### src/rtl/reg_file_pkg.sv
//------------------------------------------------------------------------------
// reg_file_pkg : shared defaults and dump-sequencer state encoding
// Rev 1.0
//------------------------------------------------------------------------------
`default_nettype none

package reg_file_pkg;

   localparam int PW_DEFAULT = 3;
   localparam int DW_DEFAULT = 8;

   typedef enum logic [2:0] {
      ST_IDLE   = 3'd0,
      ST_READ   = 3'd1,
      ST_EMIT_A = 3'd2,
      ST_EMIT_B = 3'd3,
      ST_DONE   = 3'd4
   } dumpState_t;

endpackage

`default_nettype wire

### src/rtl/reg_file_dump.sv
//------------------------------------------------------------------------------
// reg_file_dump : walks the register file two registers per read and streams
//                 (address, data) beats over valid/ready with a running sum
// Rev 1.0
//------------------------------------------------------------------------------
`default_nettype none

module reg_file_dump
   import reg_file_pkg::*;
#(
   parameter int pw = PW_DEFAULT,
   parameter int dw = DW_DEFAULT
) (
   input  logic          clk,
   input  logic          reset,
   input  logic          start,
   output logic [pw-1:0] readAddress1,
   output logic [pw-1:0] readAddress2,
   input  logic [dw-1:0] dataOutput1,
   input  logic [dw-1:0] dataOutput2,
   output logic          outValid,
   input  logic          outReady,
   output logic [pw-1:0] outAddress,
   output logic [dw-1:0] outData,
   output logic          outLast,
   output logic          busy,
   output logic          done,
   output logic [dw-1:0] checksum
);

   localparam int PIW = (pw > 1) ? pw - 1 : 1;

   dumpState_t     state;
   logic [PIW-1:0] pair_index;
   logic [dw-1:0]  buf_a;
   logic [dw-1:0]  buf_b;
   logic [pw-1:0]  addr_even;
   logic [pw-1:0]  addr_odd;
   logic           pair_last;

   // A single-pair file (pw == 1) has no pair index bits at all.
   generate
      if (pw > 1) begin : g_pairs
         assign addr_even = {pair_index, 1'b0};
         assign addr_odd  = {pair_index, 1'b1};
         assign pair_last = &pair_index;
      end else begin : g_single_pair
         assign addr_even = 1'b0;
         assign addr_odd  = 1'b1;
         assign pair_last = 1'b1;
      end
   endgenerate

   always_ff @(posedge clk or negedge reset) begin
      if (!reset) begin
         state      <= ST_IDLE;
         pair_index <= '0;
         buf_a      <= '0;
         buf_b      <= '0;
         checksum   <= '0;
      end else begin
         case (state)
            ST_IDLE: begin
               if (start) begin
                  pair_index <= '0;
                  checksum   <= '0;
                  state      <= ST_READ;
               end
            end
            ST_READ: begin
               buf_a <= dataOutput1;
               buf_b <= dataOutput2;
               state <= ST_EMIT_A;
            end
            ST_EMIT_A: begin
               if (outReady) begin
                  checksum <= checksum + buf_a;
                  state    <= ST_EMIT_B;
               end
            end
            ST_EMIT_B: begin
               if (outReady) begin
                  checksum <= checksum + buf_b;
                  if (pair_last) begin
                     state <= ST_DONE;
                  end else begin
                     pair_index <= pair_index + 1'b1;
                     state      <= ST_READ;
                  end
               end
            end
            ST_DONE: state <= ST_IDLE;
            default: state <= ST_IDLE;
         endcase
      end
   end

   // Every output decodes registered state only, so beats hold under stalls.
   assign readAddress1 = addr_even;
   assign readAddress2 = addr_odd;
   assign outValid     = (state == ST_EMIT_A) || (state == ST_EMIT_B);
   assign outAddress   = (state == ST_EMIT_B) ? addr_odd :
                         (state == ST_EMIT_A) ? addr_even : '0;
   assign outData      = (state == ST_EMIT_B) ? buf_b :
                         (state == ST_EMIT_A) ? buf_a : '0;
   assign outLast      = (state == ST_EMIT_B) && pair_last;
   assign busy         = (state == ST_READ) || (state == ST_EMIT_A) ||
                         (state == ST_EMIT_B);
   assign done         = (state == ST_DONE);

endmodule

`default_nettype wire

### config.mk
export PLATFORM = sky130hd
export DESIGN_NAME = reg_file_dump
export DESIGN_NICKNAME = d
export VERILOG_FILES = /design/src/rtl/reg_file_pkg.sv /design/src/rtl/reg_file_dump.sv
export SDC_FILE = /design/constraint.sdc
export NUM_CORES = 1
export LEC_CHECK = 0
export ABC_AREA = 1
export CORE_MARGIN = 1
export CORE_UTILIZATION = 48
export DETAILED_ROUTE_END_ITERATION = 10
export HOLD_SLACK_MARGIN = 0.03
export PLACE_DENSITY = 0.88
export SYNTH_ARGS = -nofsm -noshare
export SYNTH_HDL_FRONTEND = slang
export SYNTH_SLANG_ARGS = --single-unit
### constraint.sdc
create_clock -name clk -period 2.5 [get_ports clk]
set_input_delay 0.375 -clock clk [delete_from_list [all_inputs] [get_ports clk]]
set_output_delay 0.375 -clock clk [all_outputs]
set_load 0.1 [all_outputs]
==> results.md, run 1 <==
- Maximum buffer depth of the clock tree: 2
- RSZ-0062 raised after global routing: false
- Starting DRT DRC Count: 110
- CTS tree: done
- Ant diodes: 0
- Share of cells above drive strength 1: 0.2618
- CORE AREA: roughly 3700 µm²
- Via/cell ratio: ~5.0
- Clk_lat worst skew: 0.29 ns
- Worst Setup Start Kind: flop
- Setup bufs post-CTS: 0
- Max-cap violations: 0
- Worst R2R Setup Slack: roughly 0.20 ns
- First-pass GRT wire length: 6.679 mm
- Final Slew Violations: 0
- Cells after Synth: between 200 and 250
- Syn nets: roughly 260
- Antenna violation net count after detailed routing: 0
- WP data arrival: between 2 and 2.5 ns
- FF-to-FF Start: state[2]$_DFFE_PN0P_
- Grt ovf: 0
- Met2 Use GR: 0.3351
- CTS Buf Count: 5
- Chip height: roughly 64 µm
- FILL cells: a little under 300
- Final Hold Viols: 0
- Antenna violations before repair: 0
- Gr usage total: 0.2173
- DRC viols: 0
- Synth cell types: 32
- Initial Util: 0.5007
- FF/Latch Area: roughly 730 µm²
- I/O pin count: 49
- Status: finished, final reports clean
- Tightest Hold Check Type: in2async
- Minimum clock period: roughly 2.3 ns
- Multi-input logic area: roughly 960 µm²
- Highest clock rate: about 430 MHz
- Sequential area share after synthesis: 0.3959
- Worst path required time: 2.68 ns
- Final Cycle Share: 0.9199
- Gr busiest metal: met2
- Via Count: roughly 1.6k
- Drt first pass iters: 4
- Pin count of the biggest net entering global routing: 30
- DP HPWL: ~3.0 mm
- Finish-stage setup viols: 0
- Synthesized area per cell: 8.075 µm²
- Reg clk slew, reported paths: roughly 0.060 ns
- Hold_ws: about 0.46 ns
- Worst-path fanout max: 14
- Yosys warns: 0
- RePlAce Congestion: slightly above 0.9
- Vias in the first global route: around 1.5k
- I/O Buffers: 46
- Die W: 63.80 µm
- # nets final: 303
- WS Path Type: reg2reg
- Die Area: about 4000 µm²
- Routed len/inst: 11.65 µm
- Seq cells post-synth: 29
- CTS H-tree depth: 2
- Routing usage on met1: 0.2819
- Drt total wl: between 3 and 4 mm
- Critical path endpoint category: flop
- # rows: 22
- Met3 usage: 0.06250
- R2R cell count: 14
- Worst reg2reg path endpoint: checksum[6]$_DFFE_PN0P_
- Root buffer cell: clkbuf_8
- CTS sink count: 29
- Mapped Area: about 1800 µm²
- Area grow syn2layout: 37.54%
- Final clock skew: about 0.0084 ns
==> registers in the layout, summed over array words and instances, names as in the netlist <==
register and count:
checksum 8, buf_a 8, pair_index 2, state 3, buf_b 8
==> cells in the final DEF, fill, tap and decap left out, types with 2 or more instances in the layout <==
| master | n |
|---|---|
| a21oi_1 | 13 |
| buf_12 | 10 |
| buf_4 | 19 |
| clkbuf_8 | 6 |
| clkdlybuf4s50_1 | 19 |
| conb_1 | 2 |
| dfrtp_1 | 28 |
| ha_1 | 8 |
| inv_1 | 26 |
| inv_2 | 5 |
| mux2_2 | 4 |
| mux2_4 | 5 |
| nand2_1 | 62 |
| nand2_4 | 2 |
| nand3_1 | 10 |
| nand3_2 | 2 |
| nor2_1 | 15 |
| nor2_2 | 3 |
| nor2_4 | 2 |
| o21ai_0 | 6 |
| o21ai_1 | 5 |
| o21ai_2 | 7 |
| o22ai_1 | 2 |
==> logic make-up after synthesis <==
| kind of cell | Yosys count | synth area share |
|---|---|---|
| adders and majority gates | 9 | 0.06553 |
| AOI/OAI and AO/OA | 34 | 0.09761 |
| other | 2 | 0.004097 |
| and+or+nand+nor | 102 | 0.2642 |
| xor gates and xnor gates | 2 | 0.009558 |
| DFF | 29 | 0.3959 |
| muxes | 9 | 0.06553 |
| buffers and inverters | 40 | 0.09761 |
==> synthesized netlist by cell type <==
cell,number,share of area
conb_1,2,0.0041
ha_1,8,0.055
o21ai_1,3,0.0082
nand3_2,2,0.011
nand3_1,10,0.027
nand4_2,1,0.0068
nor3_1,1,0.0027
xnor2_1,1,0.0048
nand3_4,1,0.0096
o21ai_0,14,0.038
nand3b_1,1,0.0041
xor2_1,1,0.0048
dfrtp_1,29,0.40
buf_6,1,0.0061
mux2_4,5,0.041
fa_1,1,0.011
inv_2,5,0.010
a21oi_1,13,0.035
nor2_1,18,0.037
o21ai_2,1,0.0048
o22ai_1,2,0.0068
buf_2,3,0.0082
nor2_4,2,0.012
mux2_2,4,0.025
nand2_1,62,0.13
nand4_1,1,0.0034
inv_1,26,0.053
inv_4,1,0.0034
buf_4,4,0.016
o21bai_1,1,0.0041
nor2_8,1,0.011
nand2_4,2,0.012
==> per-stage QoR <==
stage	instances	utilization	worst slack (ns)	cell area (µm²)	TNS [ns]
2_1_floorplan	227	-	-0.1360	1863	-0.1360
3_3_place_gp	315	0.6555	0.2177	2400	0
3_5_place_dp	315	0.6555	0.1818	2400	0
4_1_cts	323	0.6883	0.1398	2520	0
5_1_grt	323	0.6887	0.009170	2521	0
6_report	323	0.6887	0.2002	2521	0
==> what timing repair did <==
action | 4_1_cts | 5_1_grt
setup endpoints to repair | 0 | 3
hold buffers | 0 | 0
resized for setup | 0 | 2
==> worst max-delay path, cell delays in order, from the launching register on <==
cell and delay [ns]:
dfrtp_2 0.47, inv_4 0.13, nand3_4 0.15, buf_4 0.23, nor2_1 0.10, a21oi_1 0.08
fa_1 0.45, inv_1 0.07, nand3_1 0.06, nand2_1 0.10, nand3_1 0.11, nand2_1 0.08
nand2_1 0.04, nand3_1 0.06, nand2_1 0.05
==> final cells by class <==
class	instances	area share
multi-input combinational	158	0.3801
sequential	29	0.2883
timing repair buffer	48	0.2114
inverter	32	0.04864
clock buffer	6	0.03275
tap	48	0.02382
clock inverter	2	0.01489
==> worst max-delay path by stage <==
stage	depth (start not counted)	to	from
5_1_grt	13	checksum[7]$_DFFE_PN0P_	state[2]$_DFFE_PN0P_
2_1_floorplan	4	outData[0]	state[2]$_DFFE_PN0P_
3_5_place_dp	14	checksum[6]$_DFFE_PN0P_	state[2]$_DFFE_PN0P_
6_report	14	checksum[6]$_DFFE_PN0P_	state[2]$_DFFE_PN0P_
4_1_cts	14	checksum[6]$_DFFE_PN0P_	state[2]$_DFFE_PN0P_
3_3_place_gp	14	checksum[6]$_DFFE_PN0P_	state[2]$_DFFE_PN0P_
==> per-layer routing <==
metal	up-vias	routed length, µm
met1	729	1739
met2	53	1786
met5	-	0
li1	813	-
met4	0	65
met3	6	171
Power of run 1 is left out: the tool's default activity adds up to more than one toggle a clock period on the data nets, which glitch-free logic cannot reach.
==> inputs of run 2 (changes only) <==
--- a/config.mk
+++ b/config.mk
@@ -5,9 +5,8 @@
 export SDC_FILE = /design/constraint.sdc
 export NUM_CORES = 1
 export LEC_CHECK = 0
-export ABC_AREA = 1
 export CORE_MARGIN = 1
-export CORE_UTILIZATION = 48
+export CORE_UTILIZATION = 47
 export DETAILED_ROUTE_END_ITERATION = 10
 export HOLD_SLACK_MARGIN = 0.03
 export PLACE_DENSITY = 0.88
==> run 2 against run 1 <==
Worst hold slack got worse by 0.045 ns. Sequential share of layout area grew 1.2 points. Highest routed layer unchanged. Fmax shrank 7.9%.
==> results.md, run 2 <==
- Status: finished, final reports clean
- DRC viols: 0 (unchanged)
- Worst-path fanout max: 5 (-9)
- Top-count cell post-synth: dfrtp_1
- CTS sink count: 29 (unchanged)
- Top area cells in the synthesized netlist: dfrtp_1, mux2_2, ha_1, mux2i_1, nand2_1
- WP data arrival: 2.73 ns (+0.25 ns)
- RSZ-0062 raised after global routing: true
- Routed len/inst: 14.72 µm (+26%)
- Ant diodes: 0 (unchanged)
- Area grow syn2layout: 42.08%
- First-pass GRT wire length: 6.527 mm (-2.3%)
- Biggest area consumer among synthesized cells: dfrtp_1
- Finish-stage setup viols: 0 (unchanged)
- CTS tree: done
- Reg clk slew, reported paths: 0.10 ns (+0.04 ns)
- CTS H-tree depth: 2 (unchanged)
- Final Slew Violations: 0 (unchanged)
- # nets final: 244 (-19%)
- Ys flop type: dfrtp_1
- Synthesized area per cell: 10.41 µm² (+29%)
- Gr usage total: 0.2201 (+0.002844)
- Worst R2R Setup Slack: 0.002 ns (-0.20 ns)
- I/O pin count: 49 (unchanged)
- Commonest non-fill, non-tap cell in the layout: dfrtp_1
- Initial Util: 0.4996 (-0.001050)
- Highest clock rate: 400.4 MHz (-7.9%)
- FF-to-FF Start: state[2]$_DFFE_PN0P_
- Dpl ws: -0.01009 ns (-0.1919 ns)
- Worst path required time: 2.73 ns (+0.05 ns)
- Yosys warns: 0 (unchanged)
- Final setup margin: 0.002260 ns (-0.1979 ns)
- Post-synth ARST share: 1.000 (unchanged)
- Layout Utilization: 0.7099 (+0.02124)
- Vias in the first global route: 1423 (-5.7%)
- Worst reg2reg path endpoint: checksum[6]$_DFFE_PN0P_
- Worst Setup SP: state[2]$_DFFE_PN0P_
- Synth top area share: 0.4252 (+0.02932)
- Max-cap violations: 0 (unchanged)
- Largest registers: buf_a x8, buf_b x8, checksum x8
- RePlAce Congestion: 0.8594 (-6.6%)
- Pin count of the biggest net entering global routing: 30 (unchanged)
- Final Hold Viols: 0 (unchanged)
- Mapped Area: 1707 µm² (-6.9%)
- Cells after Synth: 164 (-28%)
- Worst Setup EP: checksum[6]$_DFFE_PN0P_
- Clk_lat worst skew: 0.34 ns (+0.05 ns)
- R2R cell count: 12 (-2)
- Chip height: 62.26 µm (-2.4%)
- Grt ovf: 0 (unchanged)
- Worst Setup Start Kind: flop
- Seq cells post-synth: 29 (unchanged)
- Die Area: 3876 µm² (-4.8%)
- DP HPWL: 2.874 mm (-3.8%)
- Antenna violations before repair: 0 (unchanged)
- Most frequent cells after synthesis: dfrtp_1, mux2_2, nand2_1, nor2_1, mux2i_1
- Die W: 62.26 µm (-2.4%)
- Drt first pass iters: 4 (unchanged)
- WS Path Type: reg2reg
- Root buffer cell: clkbuf_4
- Setup TNS: 0 ns (unchanged)
- Critical path endpoint category: flop
- I/O Buffers: 46 (unchanged)
- Synth cell types: 37 (+16%)
- # rows: 21 (-4.5%)
- Number of flops mapped to enable cells by yosys: 0 (unchanged)
- CORE AREA: 3416 µm² (-6.7%)
- Commonest cells after routing, fill and taps aside: dfrtp_1, mux2_2, buf_4
- Post-route cell area: 2425 µm² (-3.8%)
- Minimum clock period: 2.498 ns (+0.1979 ns)
- Starting DRT DRC Count: 68 (-38%)
- Syn nets: 193 (-25%)
- CTS Hold Bufs: 0 (unchanged)
- Sequential area share after synthesis: 0.4252 (+0.02932)
- Final clock skew: 0.008418 ns (+0.00003611 ns)
- Via/cell ratio: 5.267 (+6.3%)
- CTS Buf Count: 5 (unchanged)
- Antenna violation net count after detailed routing: 0 (unchanged)
- Tightest Hold Check Type: in2async
- Area post-placement: 2340 µm² (-2.5%)
- Drt total wl: 3.856 mm (+2.5%)
- Final Cycle Share: 0.9991 (+0.07916)
- Maximum buffer depth of the clock tree: 2 (unchanged)
- Share of cells above drive strength 1: 0.3704 (+0.1086)
- Via Count: 1380 (-14%)
[run 2: changes by cell type in the layout (fill, tap and decap cells not counted), moves of 6 or more]
cell / previous run / this run
nand3_1: 10 / 2
mux2_2: 4 / 23
nand2_1: 62 / 15
o21ai_2: 7 / 1
a21oi_1: 13 / 4
mux2i_1: 0 / 9
inv_1: 26 / 7
[run 2: cells by family after synthesis]
logic type / after synthesis / synth area share
AOI/OAI and AO/OA: 22 / 0.08504
xor gates and xnor gates: 4 / 0.02053
adders and majority gates: 9 / 0.07038
buffers and inverters: 19 / 0.05792
DFF: 29 / 0.4252
muxes: 33 / 0.2111
other: 2 / 0.004400
and+or+nand+nor: 46 / 0.1254
[run 2: metrics by stage]
step,hold WS [ns],cells
after global routing,0.4398,262
final,0.4136,262
after global placement,0.5131,252
after detailed placement,0.5196,252
after floorplan,0.07941,164
after CTS,0.4200,262
[run 2: timing repair]
action | CTS | global route
setup endpoints to repair | 1 | 2
resized for setup | 1 | 2
pin swaps | 1 | 1
buffers inserted | 2 | 0
[run 2: area by class of cell]
type                            count  area [µm²]
Fill cell                         262       991.0
Tap cell                           46       57.56
Multi-Input combinational cell    116       927.1
Inverter                            8       30.03
Clock buffer                        8       58.81
Timing Repair Buffer               55       623.1
Sequential cell                    29       728.2
[run 2: critical path, stage by stage (launching register included)]
cell and delay (ns):
dfrtp_2 0.43, nor2b_4 0.15, nand2_4 0.09, mux2_4 0.31
ha_4 0.16, inv_2 0.05, fa_2 0.21, nor2b_4 0.05
o21ai_2 0.14, a21boi_2 0.08, o21a_1 0.17, or3_1 0.31
a32o_1 0.22
[run 2: per-layer routing]
layer	vias to the layer above	wire length [µm]	global-route usage
met5	-	0	0
met4	0	116	0.1076
met3	15	242	0.06801
met2	53	1934	0.3613
met1	661	1562	0.2609
li1	651	-	-
[run 2: worst min-delay path by stage]
stage,startpoint,to,slack (ns),depth (start not counted)
after floorplan,reset,buf_a[0]$_DFFE_PN0P_,0.08,0
after global placement,buf_b[5]$_DFFE_PN0P_,buf_b[5]$_DFFE_PN0P_,0.51,1
after detailed placement,checksum[2]$_DFFE_PN0P_,checksum[2]$_DFFE_PN0P_,0.52,2
after CTS,reset,buf_b[6]$_DFFE_PN0P_,0.42,2
after global routing,reset,buf_a[3]$_DFFE_PN0P_,0.44,2
final,reset,buf_b[6]$_DFFE_PN0P_,0.41,2
Power of run 2 is left out for the same reason.
==> inputs of run 3 (changes only) <==
==> constraint.sdc (replaced) <==
create_clock -name clk -period 2.8 [get_ports clk]
set_input_delay 0.42 -clock clk [delete_from_list [all_inputs] [get_ports clk]]
set_output_delay 0.42 -clock clk [all_outputs]
set_load 0.1 [all_outputs]
==> run 3 against run 2 <==
Critical path depth is the same. Highest routed layer unchanged. First-iteration DRC count up 13%. Sequential share of layout area up 2.1 points. Utilization is 4.9 points lower. Global-route usage down 2.6 points. Fmax fell by 6.1%. Clock skew decreased by 0.0023 ns. Setup slack improved by 0.14 ns. Die area stayed put. Worst hold slack improved by 0.061 ns. Largest cell class unchanged. Critical endpoint unchanged. Count of clock-buffer cells in the layout decreased by 1. Design area down 7.0%.
==> results.md, run 3 (synthesis gave the netlist of run 2 again) <==
- Final Hold Viols: 0 (unchanged)
- RSZ-0062 raised after global routing: false
- WP data arrival: 2.88 ns (+0.15 ns)
- Worst Setup Start Kind: flop
- Worst-Margin Slew: between 0.5 and 0.6 ns
- CP top delay family: compound AO/OA/AOI/OAI gates
- Largest stage delay on the critical path: 0.39 ns (-0.04 ns)
- Die Area: 3876 µm² (unchanged)
- Max-cap violations: 0 (unchanged)
- Setup bufs post-CTS: 0 (-2)
- Highest clock rate: 376.0 MHz (-6.1%)
- Initial Util: 0.4996 (unchanged)
- Worst reg2reg path endpoint: checksum[6]$_DFFE_PN0P_
- Minimum clock period: 2.660 ns (+0.1618 ns)
- Via Count: 1341 (-2.8%)
- First-pass GRT wire length: 5.816 mm (-11%)
- Antenna violations before repair: 0 (unchanged)
- Worst slew margin relative to its limit: 0.6561
- Layout Utilization: 0.6604 (-0.04945)
- Chip height: 62.26 µm (unchanged)
- Routed len/inst: 13.63 µm (-7.4%)
- Final setup margin: 0.1404 ns (+0.1382 ns)
- CTS H-tree depth: 2 (unchanged)
- Crit path buf inv count: 1 (unchanged)
- Worst R2R Setup Slack: 0.14 ns (+0.14 ns)
- CTS sink count: 29 (unchanged)
- Share of cells above drive strength 1: 0.3286 (-0.04173)
- Drt first pass iters: 4 (unchanged)
- Maximum buffer depth of the clock tree: 2 (unchanged)
- I/O Buffers: 46 (unchanged)
- Die W: 62.26 µm (unchanged)
- Final Slew Violations: 0 (unchanged)
- Drt total wl: 3.530 mm (-8.5%)
- Commonest cells after routing, fill and taps aside: buf_4, dfrtp_1, mux2_2
- DP HPWL: 2.605 mm (-9.3%)
- Pin count of the biggest net entering global routing: 30 (unchanged)
- Clk_lat worst skew: 0.33 ns (about the same)
- WS Path Type: reg2reg
- Dpl ws: 0.07454 ns (+0.08463 ns)
- CTS tree: done
- Grt ovf: 0 (unchanged)
- Worst path required time: 3.02 ns (+0.29 ns)
- Status: finished, final reports clean
- Gr usage total: 0.1938 (-0.02637)
- CTS Buf Count: 5 (unchanged)
- # rows: 21 (unchanged)
- Antenna violation net count after detailed routing: 0 (unchanged)
- Reg clk slew, reported paths: 0.09 ns (about the same)
- RePlAce Congestion: 0.8406 (-2.2%)
- Finish-stage setup viols: 0 (unchanged)
- FF-to-FF Start: state[0]$_DFFE_PN0P_
- Ant diodes: 0 (unchanged)
- Final Cycle Share: 0.9499 (-0.04925)
- Setup TNS: 0 ns (unchanged)
- Vias in the first global route: 1254 (-12%)
- Via/cell ratio: 5.178 (-1.7%)
- Worst-path fanout max: 7 (+2)
- Starting DRT DRC Count: 77 (+13%)
- R2R cell count: 12 (unchanged)
- Tightest Hold Check Type: in2async
- Area grow syn2layout: 32.18%
- Final clock skew: 0.006112 ns (-0.002306 ns)
- Crit-path cells: nor2b_2, nand2_4, mux2_2, ha_1, inv_1, fa_1, nor2b_4, o21ai_2, a21boi_1, o21a_1, or3_1, a32o_1
- Commonest non-fill, non-tap cell in the layout: buf_4
- # nets final: 241 (-1.2%)
- Crit-path slowest cell: dfrtp_1
- Root buffer cell: clkbuf_4
- Largest registers: buf_a x8, buf_b x8, checksum x8
- CORE AREA: 3416 µm² (unchanged)
- I/O pin count: 49 (unchanged)
- DRC viols: 0 (unchanged)
- Critical path endpoint category: flop
## run 3: changes by cell type in the layout (fill, tap and decap cells not counted), sizes merged
cell / previous run / this run
clkbuf: 8 / 7
buf: 36 / 33
bufinv: 0 / 1
## run 3: per-stage QoR
stage | hold WS, ns | cell area [µm²] | cells
after floorplan | 0.1244 | 1709 | 164
after global placement | 0.5013 | 2161 | 251
after detailed placement | 0.5105 | 2161 | 251
after CTS | 0.4850 | 2246 | 259
after global routing | 0.4975 | 2256 | 259
final | 0.4748 | 2256 | 259
## run 3: routing by layer
layer,track usage,wire length [µm]
met1,0.2556,1607
met2,0.3063,1691
met3,0.05331,172
met4,0.06686,58
met5,0,0
## run 3: worst max path at each step
stage | slack [ns] | start | endpoint | depth (start not counted)
floorplan | 0.02 | pair_index[1]$_DFFE_PN0P_ | outAddress[2] | 2
global placement | 0.16 | state[0]$_DFFE_PN0P_ | checksum[6]$_DFFE_PN0P_ | 12
detailed placement | 0.07 | state[0]$_DFFE_PN0P_ | checksum[6]$_DFFE_PN0P_ | 12
CTS | 0.03 | state[0]$_DFFE_PN0P_ | checksum[6]$_DFFE_PN0P_ | 12
global route | 0.03 | state[0]$_DFFE_PN0P_ | checksum[6]$_DFFE_PN0P_ | 12
finish | 0.14 | state[0]$_DFFE_PN0P_ | checksum[6]$_DFFE_PN0P_ | 12
## run 3: what timing repair did
action,4_1_cts,5_1_grt
gates resized for setup,0,3
hold buffers,0,0
setup endpoints to repair,0,1
## run 3: worst reg2reg max path, stage by stage (launching register included)
cell      delay, ns
dfrtp_1        0.39
nor2b_2        0.18
nand2_4        0.11
mux2_2         0.34
ha_1           0.20
inv_1          0.07
fa_1           0.22
nor2b_4        0.06
o21ai_2        0.15
a21boi_1       0.11
o21a_1         0.18
or3_1          0.30
a32o_1         0.25
## run 3: cell type report
cell class | instances | area [µm²]
clock buffers | 7 | 55.05
repair buffers | 52 | 462.9
well taps | 46 | 57.56
multi-input cells | 116 | 894.6
clock inverters | 1 | 30.03
inverters | 8 | 30.03
fillers | 281 | 1160
flip-flops and latches | 29 | 725.7
Power of run 3 is left out for the same reason.
